--- src/rtl/ll_fifo_pkg.sv ---
// ---------------------------------------------------------------------------
// ll_fifo_pkg
// Purpose : shared width helpers and slot/count types for the linked-list
//           multi-queue FIFO (ll_multi_fifo, ll_free_list).
// Ports   : none (package).
// Modules size their own slot/count types from their parameters with the
// width functions below; ptr_t / cnt_t are the types for the default
// four-entry configuration.
// ---------------------------------------------------------------------------
package ll_fifo_pkg;

  function automatic int ptr_w(input int depth);
    return (depth > 1) ? $clog2(depth) : 1;
  endfunction

  function automatic int sel_w(input int num_fifos);
    return (num_fifos > 1) ? $clog2(num_fifos) : 1;
  endfunction

  function automatic int cnt_w(input int depth);
    return $clog2(depth + 1);
  endfunction

  localparam int DEF_DEPTH = 4;

  typedef logic [ptr_w(DEF_DEPTH)-1:0] ptr_t;
  typedef logic [cnt_w(DEF_DEPTH)-1:0] cnt_t;

endpackage

--- src/rtl/ll_free_list.sv ---
// ---------------------------------------------------------------------------
// ll_free_list
// Purpose : free-slot list of the shared RAM. Holds fhead/ftail/fcnt and
//           requests the link write that appends a released slot.
// Ports   :
//   clk, rst          clock, async active-low reset
//   alloc             a push consumes fhead this cycle
//   rel, rel_slot     a pop returns rel_slot this cycle
//   fhead_nxt         nxt[fhead], read from the shared next-pointer array
//   fhead, fcnt       current free head and number of free slots
//   link_we/addr/data write request nxt[ftail] = rel_slot; the top applies
//                     it after the queue link write
// ---------------------------------------------------------------------------
module ll_free_list
  import ll_fifo_pkg::*;
#(
  parameter int DEPTH     = 4,
  parameter int PTR_WIDTH = ptr_w(DEPTH),
  parameter int CNT_WIDTH = cnt_w(DEPTH)
) (
  input  logic                 clk,
  input  logic                 rst,
  input  logic                 alloc,
  input  logic                 rel,
  input  logic [PTR_WIDTH-1:0] rel_slot,
  input  logic [PTR_WIDTH-1:0] fhead_nxt,
  output logic [PTR_WIDTH-1:0] fhead,
  output logic [CNT_WIDTH-1:0] fcnt,
  output logic                 link_we,
  output logic [PTR_WIDTH-1:0] link_addr,
  output logic [PTR_WIDTH-1:0] link_data
);

  typedef logic [PTR_WIDTH-1:0] slot_t;
  typedef logic [CNT_WIDTH-1:0] occ_t;

  slot_t ftail;
  logic  fcnt_zero;
  logic  fcnt_one;

  assign fcnt_zero = (fcnt == '0);
  assign fcnt_one  = (fcnt == occ_t'(1));

  always_ff @(posedge clk or negedge rst) begin
    if (!rst) begin
      fhead <= '0;
      ftail <= slot_t'(DEPTH - 1);
      fcnt  <= occ_t'(DEPTH);
    end else begin
      case ({alloc, rel})
        2'b10: begin
          fhead <= fhead_nxt;
          fcnt  <= fcnt - occ_t'(1);
        end
        2'b01: begin
          if (fcnt_zero) fhead <= rel_slot;
          ftail <= rel_slot;
          fcnt  <= fcnt + occ_t'(1);
        end
        2'b11: begin
          // The last free slot goes to the push, so the released slot
          // becomes the whole free list.
          fhead <= fcnt_one ? rel_slot : fhead_nxt;
          ftail <= rel_slot;
        end
        default: ;
      endcase
    end
  end

  // Appending needs a link only when the list keeps an existing tail.
  assign link_we   = rel && !fcnt_zero && !(alloc && fcnt_one);
  assign link_addr = ftail;
  assign link_data = rel_slot;

endmodule

--- src/rtl/ll_multi_fifo.sv ---
// ---------------------------------------------------------------------------
// ll_multi_fifo
// Purpose : NUM_FIFOS logical FIFOs sharing one DEPTH-entry data RAM, each
//           queue a linked list through nxt[]; unused slots form a free list.
// Ports   :
//   clk, rst            clock, async active-low reset
//   push, push_sel      enqueue request and target queue
//   data_in             push data
//   pop, pop_sel        dequeue request and source queue
//   data_out            head word of queue pop_sel (fall-through)
//   empty, qfull        per-queue empty / count == QUOTA
//   full                no free slot left
//   count               per-queue occupancy, CNT_WIDTH bits per queue
//   overflow/underflow  sticky: a push / pop was dropped
// ---------------------------------------------------------------------------
module ll_multi_fifo
  import ll_fifo_pkg::*;
#(
  parameter int WIDTH     = 8,
  parameter int DEPTH     = 4,
  parameter int NUM_FIFOS = 2,
  parameter int QUOTA     = DEPTH,
  parameter int PTR_WIDTH = ptr_w(DEPTH),
  parameter int SEL_WIDTH = sel_w(NUM_FIFOS),
  parameter int CNT_WIDTH = cnt_w(DEPTH)
) (
  input  logic                           clk,
  input  logic                           rst,
  input  logic                           push,
  input  logic [SEL_WIDTH-1:0]           push_sel,
  input  logic [WIDTH-1:0]               data_in,
  input  logic                           pop,
  input  logic [SEL_WIDTH-1:0]           pop_sel,
  output logic [WIDTH-1:0]               data_out,
  output logic [NUM_FIFOS-1:0]           empty,
  output logic [NUM_FIFOS-1:0]           qfull,
  output logic                           full,
  output logic [NUM_FIFOS*CNT_WIDTH-1:0] count,
  output logic                           overflow,
  output logic                           underflow
);

  typedef logic [PTR_WIDTH-1:0] slot_t;
  typedef logic [CNT_WIDTH-1:0] occ_t;

  logic [WIDTH-1:0] mem [DEPTH];
  slot_t            nxt [DEPTH];

  slot_t head_a [NUM_FIFOS];
  slot_t tail_a [NUM_FIFOS];
  occ_t  cnt_a  [NUM_FIFOS];

  slot_t fhead;
  occ_t  fcnt;
  logic  f_link_we;
  slot_t f_link_addr;
  slot_t f_link_data;

  logic                 push_sel_ok, pop_sel_ok;
  logic [SEL_WIDTH-1:0] push_idx, pop_idx;
  logic                 push_ok, pop_ok;
  logic                 q_link_we;
  slot_t                pop_head;

  // Out-of-range selects are dropped; the index is forced to 0 so array
  // reads stay in bounds.
  assign push_sel_ok = (int'(push_sel) < NUM_FIFOS);
  assign pop_sel_ok  = (int'(pop_sel) < NUM_FIFOS);
  assign push_idx    = push_sel_ok ? push_sel : '0;
  assign pop_idx     = pop_sel_ok ? pop_sel : '0;

  assign push_ok  = push && push_sel_ok && !full && !qfull[push_idx];
  assign pop_ok   = pop && pop_sel_ok && !empty[pop_idx];
  assign pop_head = head_a[pop_idx];
  assign full     = (fcnt == '0);
  assign data_out = mem[pop_head];

  ll_free_list #(
    .DEPTH     (DEPTH),
    .PTR_WIDTH (PTR_WIDTH),
    .CNT_WIDTH (CNT_WIDTH)
  ) u_free (
    .clk       (clk),
    .rst       (rst),
    .alloc     (push_ok),
    .rel       (pop_ok),
    .rel_slot  (pop_head),
    .fhead_nxt (nxt[fhead]),
    .fhead     (fhead),
    .fcnt      (fcnt),
    .link_we   (f_link_we),
    .link_addr (f_link_addr),
    .link_data (f_link_data)
  );

  always_ff @(posedge clk) begin
    if (push_ok) mem[fhead] <= data_in;
  end

  // Queue link for a push onto a non-empty queue, then the free-list link.
  // The two addresses are never the same slot (queue tail vs free tail).
  assign q_link_we = push_ok && (cnt_a[push_idx] != '0);

  always_ff @(posedge clk or negedge rst) begin
    if (!rst) begin
      for (int i = 0; i < DEPTH; i++) nxt[i] <= slot_t'((i + 1) % DEPTH);
    end else begin
      if (q_link_we) nxt[tail_a[push_idx]] <= fhead;
      if (f_link_we) nxt[f_link_addr] <= f_link_data;
    end
  end

  for (genvar q = 0; q < NUM_FIFOS; q++) begin : g_q
    slot_t head_r, tail_r;
    occ_t  cnt_r;
    logic  push_q, pop_q;

    assign push_q = push_ok && (push_idx == SEL_WIDTH'(q));
    assign pop_q  = pop_ok && (pop_idx == SEL_WIDTH'(q));

    always_ff @(posedge clk or negedge rst) begin
      if (!rst) begin
        head_r <= '0;
        tail_r <= '0;
        cnt_r  <= '0;
      end else begin
        // Pop-then-push: a queue emptied by the pop restarts at the new slot.
        if (pop_q) begin
          head_r <= (push_q && cnt_r == occ_t'(1)) ? fhead : nxt[head_r];
        end else if (push_q && cnt_r == '0) begin
          head_r <= fhead;
        end
        if (push_q) tail_r <= fhead;
        case ({push_q, pop_q})
          2'b10:   cnt_r <= cnt_r + occ_t'(1);
          2'b01:   cnt_r <= cnt_r - occ_t'(1);
          default: ;
        endcase
      end
    end

    assign head_a[q] = head_r;
    assign tail_a[q] = tail_r;
    assign cnt_a[q]  = cnt_r;
    assign empty[q]  = (cnt_r == '0);
    assign qfull[q]  = (cnt_r == occ_t'(QUOTA));
    assign count[q*CNT_WIDTH +: CNT_WIDTH] = cnt_r;
  end

  always_ff @(posedge clk or negedge rst) begin
    if (!rst) begin
      overflow  <= 1'b0;
      underflow <= 1'b0;
    end else begin
      if (push && !push_ok) overflow <= 1'b1;
      if (pop && !pop_ok) underflow <= 1'b1;
    end
  end

  int occ_sum;

  always_comb begin
    occ_sum = int'(fcnt);
    for (int q = 0; q < NUM_FIFOS; q++) occ_sum += int'(cnt_a[q]);
  end

  a_occupancy: assert property (@(posedge clk) disable iff (!rst) occ_sum == DEPTH);

endmodule

--- config.mk ---
export PLATFORM = sky130hd
export DESIGN_NAME = ll_multi_fifo
export DESIGN_NICKNAME = d
export VERILOG_FILES = /design/src/rtl/ll_fifo_pkg.sv /design/src/rtl/ll_free_list.sv /design/src/rtl/ll_multi_fifo.sv
export SDC_FILE = /design/constraint.sdc
export NUM_CORES = 1
export LEC_CHECK = 0
export CAP_MARGIN = 20
export CORE_AREA = 2 2 82 84
export CTS_CLUSTER_SIZE = 28
export DETAILED_ROUTE_END_ITERATION = 7
export DIE_AREA = 0 0 84 86
export PLACE_DENSITY = 0.9
export SLEW_MARGIN = 20
export SYNTH_ARGS = -nofsm -noshare
export SYNTH_HDL_FRONTEND = slang
export SYNTH_SLANG_ARGS = --single-unit
export TNS_END_PERCENT = 5
--- constraint.sdc ---
create_clock -name clk -period 3.7 [get_ports clk]
set_input_delay 0.74 -clock clk [delete_from_list [all_inputs] [get_ports clk]]
set_output_delay 0.74 -clock clk [all_outputs]
set_load 0.05 [all_outputs]
==> results of run 1 <==
[synth_stat cells (all sizes together) (4+ instances only)]
master,instances,area (um2)
nor2,13,48.8
nand2,13,48.8
mux4,14,315
a211o,4,35.0
nand3,10,50.1
nor3,5,25.0
ha,18,225
edfxtp,32,961
a2111oi,8,78.8
mux2i,4,40.0
clkbuf,7,26.3
dfstp,7,184
o21ai,16,80.1
and2,6,37.5
o31ai,10,75.1
a31oi,12,75.1
buf,8,55.0
a21o,4,37.5
inv,17,66.3
or3,8,50.1
xnor2,4,35.0
dfrtp,24,601
xor2,4,35.0
nand3b,6,45.0
[layout make-up]
| type | instances | area (um2) | area share |
|---|---|---|---|
| clock buffer | 9 | 124 | 0.0299 |
| clock inverter | 7 | 103 | 0.0247 |
| inverter | 18 | 75.1 | 0.0181 |
| multi-input combinational | 194 | 1620 | 0.392 |
| sequential | 63 | 1750 | 0.421 |
| tap | 77 | 96.3 | 0.0232 |
| timing repair buffer | 42 | 380 | 0.0917 |
[worst register-to-register path, delay by kind of cell, from the launching register on]
kind                       cells  cell delay [ns]
and+or+nand+nor                3             0.78
buffers and inverters          2             0.21
adders and majority gates      2             0.48
DFF                            1             0.46
AOI/OAI and AO/OA              3             0.67
[registers in the layout, indices dropped and copies added (netlist names)]
name and count:
mem 32, u_free.fhead 2, u_free.link_addr 2, u_free.fcnt 3, g_q.cnt_r 6, overflow 1
underflow 1, nxt 8, g_q.tail_r 4, g_q.head_r 4
[cells by family (layout without fill, tap and decap cells)]
family          after synthesis  in the layout  synth area share
simple gates                 76             76             0.119
compound gates               72             72             0.151
flops                        63             63             0.495
buf+inv                      33             76            0.0444
mux                          20             20             0.107
fa+ha+maj                    18             18            0.0639
xor+xnor                      8              8            0.0199
[per-layer routing]
layer | up-vias | global-route usage
met5 | - | 0
met4 | 0 | 0.101
met3 | 23 | 0.0520
met2 | 106 | 0.367
met1 | 1261 | 0.276
li1 | 1192 | -
[path summary, 6_finish.rpt]
path,start,to
hold reg to reg,underflow,underflow
setup reg to reg,g_q[1].cnt_r[0],u_free.fhead[1]
setup / recovery,pop_sel,data_out[6]
hold / removal,underflow,underflow
min in group asynchronous,rst,g_q[0].tail_r[0]
max in group asynchronous,rst,u_free.link_addr[1]
[stage by stage]
stage / cell area (um2) / power, mW / utilization
floorplan: 3530 / 2.72 / -
global placement: 3920 / 3.18 / 0.625
detailed placement: 3920 / 3.26 / 0.625
CTS: 4150 / 3.95 / 0.661
global route: 4150 / 4.17 / 0.661
finish: 4150 / 3.95 / 0.661
[power groups by stage]
stage / Combinational, mW / Sequential [mW] / Clock (mW)
final: 1.99 / 1.27 / 0.689
after global routing: 2.15 / 1.30 / 0.719
after CTS: 2.00 / 1.26 / 0.695
after detailed placement: 1.98 / 1.28 / 0
after global placement: 1.92 / 1.26 / 0
after floorplan: 1.45 / 1.27 / 0
[cells in the final DEF (no fill, tap or decap), types with 7 or more instances in the layout]
master,netlist,routed
dfrtp_1,24,24
a31oi_1,12,12
or3_1,8,8
edfxtp_1,32,32
nand3_1,10,10
o31ai_1,10,10
mux4_2,14,14
nand2_1,13,13
o21ai_0,15,15
clkdlybuf4s50_1,0,26
buf_4,0,16
inv_1,16,16
nor2_1,13,13
clkbuf_8,0,9
ha_1,18,18
a2111oi_1,7,7
dfstp_2,7,7
==> metrics.txt, run 1 <==
run status=finished clean; crit-path max FO=14; CP bufs+invs=2; R2R depth=10; worst setup path class=in2out; warnings from Yosys=0; Worst Hold Class=reg2reg; FMAX=0.311 GHz; pin count of the biggest net entering global routing=32; CTS buffer count=9; Routed WL=7.59 mm; CTS Hold Bufs=0; Period minus WS final=around 3.2 ns; worst slack, placed=0.480 ns; routability cong.=approximately 0.90; DR WL/cell=approximately 19 um; Critical Path End Type=primary output; core area=between 6000 and 7000 um2; RSZ-0062 raised after global routing=no; CTS resizes=0; PortBufs=34; setup TNS=0 ns; CP cell instances=clkdlybuf4s50_1, mux2_2, mux4_2, buf_4; Clock Sinks=63; critical path data required time=2.96 ns; Hold Path Depth=1; asr flop ratio synth=0.492; Psw=1.76 mW; Post-synth top flop=edfxtp_1; First-pass DRT Iterations=4; final net count=360; initial antenna violation count=0; final worst path period share=0.870; final hold vios=0; met1 wire length=approximately 3.2 mm; IO Pins=35; share of layout cells above drive strength 1=0.189; Post-CTS Setup Inserts=0; endpoints failing setup=0; max incr delay on CP=roughly 0.57 ns; Pins Over Slew Limit=0; Comb pwr share=0.505; area delta synth->final=17.6%; Non-Filler Instances=410; Worst path slowest cell=mux4_2; Clk Latency, worst-skew pair=0.35 ns; Clock transition at path regs=0.08 ns; row cnt=29; ant diodes=0; Sw Share=0.446; CTS H-tree depth=3; Routed Antenna Nets=0; Cells after Synth=290; worst rel slew slack=0.552; Clock Skew=0.00822 ns; Mapped Area=3530 um2; fillers=446; Power Density=953 nW/um2; LEAKAGE=1.59 nW; Post-synth EDFFs=32; Synth Area per Inst=12.2 um2; CTS root buf=clkbuf_8; worst-margin pin slew=0.663 ns; fin worst setup slack=0.483 ns; clock power share=0.174; TritonCTS clock tree=built; Largest delay share family, worst path=multiplexers; deepest clock path buffer count=2; highest routed layer=met4; area of the die=7220 um2; Worst setup SP type=input pin; MaxCap Viol Count=0; Distinct cells, synth=54; wire length on met2=roughly 3.8 mm; GRT Total Usage=0.221; final hold slack=0.463 ns; vias in the first global route=2497; Synthesized Nets=322; Starting DRT DRC Count=198; grt ovf=0; length of routed met3 wiring=roughly 440 um; synthesis-stage register bit count=63; Vias=2582; die extent in y=86 um; Seq/Total Area, Yosys=0.495; Worst Path Arrival=2.48 ns; critical path depth=4; residual DRC count=0; Sequential Power Share=0.321; Peak VDD IR=608 uV; Die Width=84 um; vias per cell=6.30; P_int=approximately 2.2 mW; global-route wire length before repair=roughly 12 mm; dpl cells=around 390; HPWL Detailed=5.51 mm; setup slack, reg-to-reg=between 0.9 and 1 ns; Initial Util=0.562
Note: power is estimated with default switching activity, not from simulation.
==> run 2: changes to the inputs <==
--- a/config.mk
+++ b/config.mk
@@ -6,12 +6,13 @@
 export NUM_CORES = 1
 export LEC_CHECK = 0
 export CAP_MARGIN = 20
-export CORE_AREA = 2 2 82 84
+export CORE_AREA = 2 2 94 96
 export CTS_CLUSTER_SIZE = 28
 export DETAILED_ROUTE_END_ITERATION = 7
-export DIE_AREA = 0 0 84 86
-export PLACE_DENSITY = 0.9
-export SLEW_MARGIN = 20
+export DIE_AREA = 0 0 96 98
+export GPL_TIMING_DRIVEN = 1
+export PLACE_DENSITY = 0.74
+export SLEW_MARGIN = 25
 export SYNTH_ARGS = -nofsm -noshare
 export SYNTH_HDL_FRONTEND = slang
 export SYNTH_SLANG_ARGS = --single-unit
==> metrics.txt, run 2 (same netlist as run 1, synthesis figures left out) <==
run status=finished clean; leading cell type in the layout, fill and taps excluded=edfxtp_1; deepest clock path buffer count=2; placed instance area=3980 um2; FMAX=0.310 GHz; vias in the first global route=2534; GRT Total Usage=0.172; Critical Path End Type=primary output; Final Cell Area=around 4200 um2; Worst Path Arrival=2.49 ns; Clock transition at path regs=around 0.070 ns; Starting DRT DRC Count=261; Initial Util=0.416; vias per cell=5.78; dpl cells=427; Period minus WS final=3.23 ns; setup TNS=0 ns; crit-path max FO=14; worst-margin pin slew=0.704 ns; Clock Sinks=63; most flop-heavy register=mem; worst setup path class=in2out; CTS resizes=0; most frequent cells in the layout=edfxtp_1 (32), clkdlybuf4s50_1 (26), dfrtp_1 (24); CTS H-tree depth=3; DR WL/cell=17.3 um; grt ovf=0; Clk Latency, worst-skew pair=0.35 ns; final hold slack=around 0.46 ns; Routed Antenna Nets=0; Die Width=96 um; Worst setup SP type=input pin; Post-CTS Setup Inserts=0; Power Density=roughly 940 nW/um2; final hold vios=0; area delta synth->final=19.2%; worst rel slew slack=0.524; CTS root buf=clkbuf_8; routability cong.=0.864; LEAKAGE=1.60 nW; Non-Filler Instances=~440; CTS Hold Bufs=0; TritonCTS clock tree=built; First-pass DRT Iterations=4; Peak VDD IR=296 uV; final net count=362; pin count of the biggest net entering global routing=32; Worst Hold Class=reg2reg; ant diodes=0; area of the die=9410 um2; length of routed met3 wiring=476 um; final worst path period share=0.873; CTS buffer count=9; fin util=0.496; global-route wire length before repair=roughly 12 mm; row cnt=34; Routed WL=7.66 mm; residual DRC count=0; HPWL Detailed=5.52 mm; wire length on met2=3.80 mm; die extent in y=just under 100 um; top flop regs=mem: 32 flops, nxt: 8 flops, g_q.cnt_r: 6 flops; endpoints failing setup=0; critical path data required time=2.96 ns; MaxCap Viol Count=0; Pins Over Slew Limit=0; Clock Skew=0.00933 ns; PortBufs=34; highest routed layer=met4; Vias=2561; max FFs per register=32; RSZ-0062 raised after global routing=no; share of layout cells above drive strength 1=0.194; initial antenna violation count=0; IO Pins=35; met1 wire length=3.29 mm; core area=8470 um2
-- run 2: per-stage QoR --
stage / total power [mW] / setup slack (ns)
CTS: 3.98 / 0.447
floorplan: 2.72 / 0.777
global route: 4.21 / 0.385
finish: 3.97 / 0.470
detailed placement: 3.28 / 0.453
global placement: 3.22 / 0.478
-- run 2: cell type report --
cell class	instances	area (um2)
fill	743	4260
clock buffer	9	124
timing repair buffer	44	395
sequential	63	1750
clock inverter	7	104
inverter	18	75.1
tap	108	135
multi-input combinational	194	1620
-- run 2: worst paths after layout --
kind / cells after the start / endpoint / startpoint / slack (ns)
setup / recovery: 4 / data_out[4] / pop_sel / 0.47
max in group asynchronous: 2 / nxt[6] / rst / 2.57
min in group asynchronous: 2 / u_free.fcnt[0] / rst / 0.79
hold reg to reg: 1 / underflow / underflow / 0.46
setup reg to reg: 9 / mem[1][6] / g_q[1].cnt_r[0] / 1.13
hold / removal: 1 / underflow / underflow / 0.46
-- run 2: critical path, stage by stage --
cell,delay (ns)
clkdlybuf4s50_1,0.44
mux2_2,0.53
mux4_2,0.57
buf_4,0.21
-- run 2: layer usage --
layer / vias up / track usage
li1: 1196 / -
met2: 99 / 0.268
met3: 7 / 0.0355
met1: 1259 / 0.232
met5: - / 0
met4: 0 / 0.0736
-- run 2: power breakdown --
group	internal, mW	switching (mW)	leakage (nW)
Combinational	0.803	1.20	0.845
Sequential	1.01	0.263	0.641
Clock	0.389	0.301	0.115
Total	2.20	1.77	1.60
==> run 3: changes to the inputs <==
--- a/config.mk
+++ b/config.mk
@@ -5,7 +5,6 @@
 export SDC_FILE = /design/constraint.sdc
 export NUM_CORES = 1
 export LEC_CHECK = 0
-export CAP_MARGIN = 20
 export CORE_AREA = 2 2 94 96
 export CTS_CLUSTER_SIZE = 28
 export DETAILED_ROUTE_END_ITERATION = 7
==> results of run 3 <==
No change in the layout: final DEF, timing and power equal those of run 2.
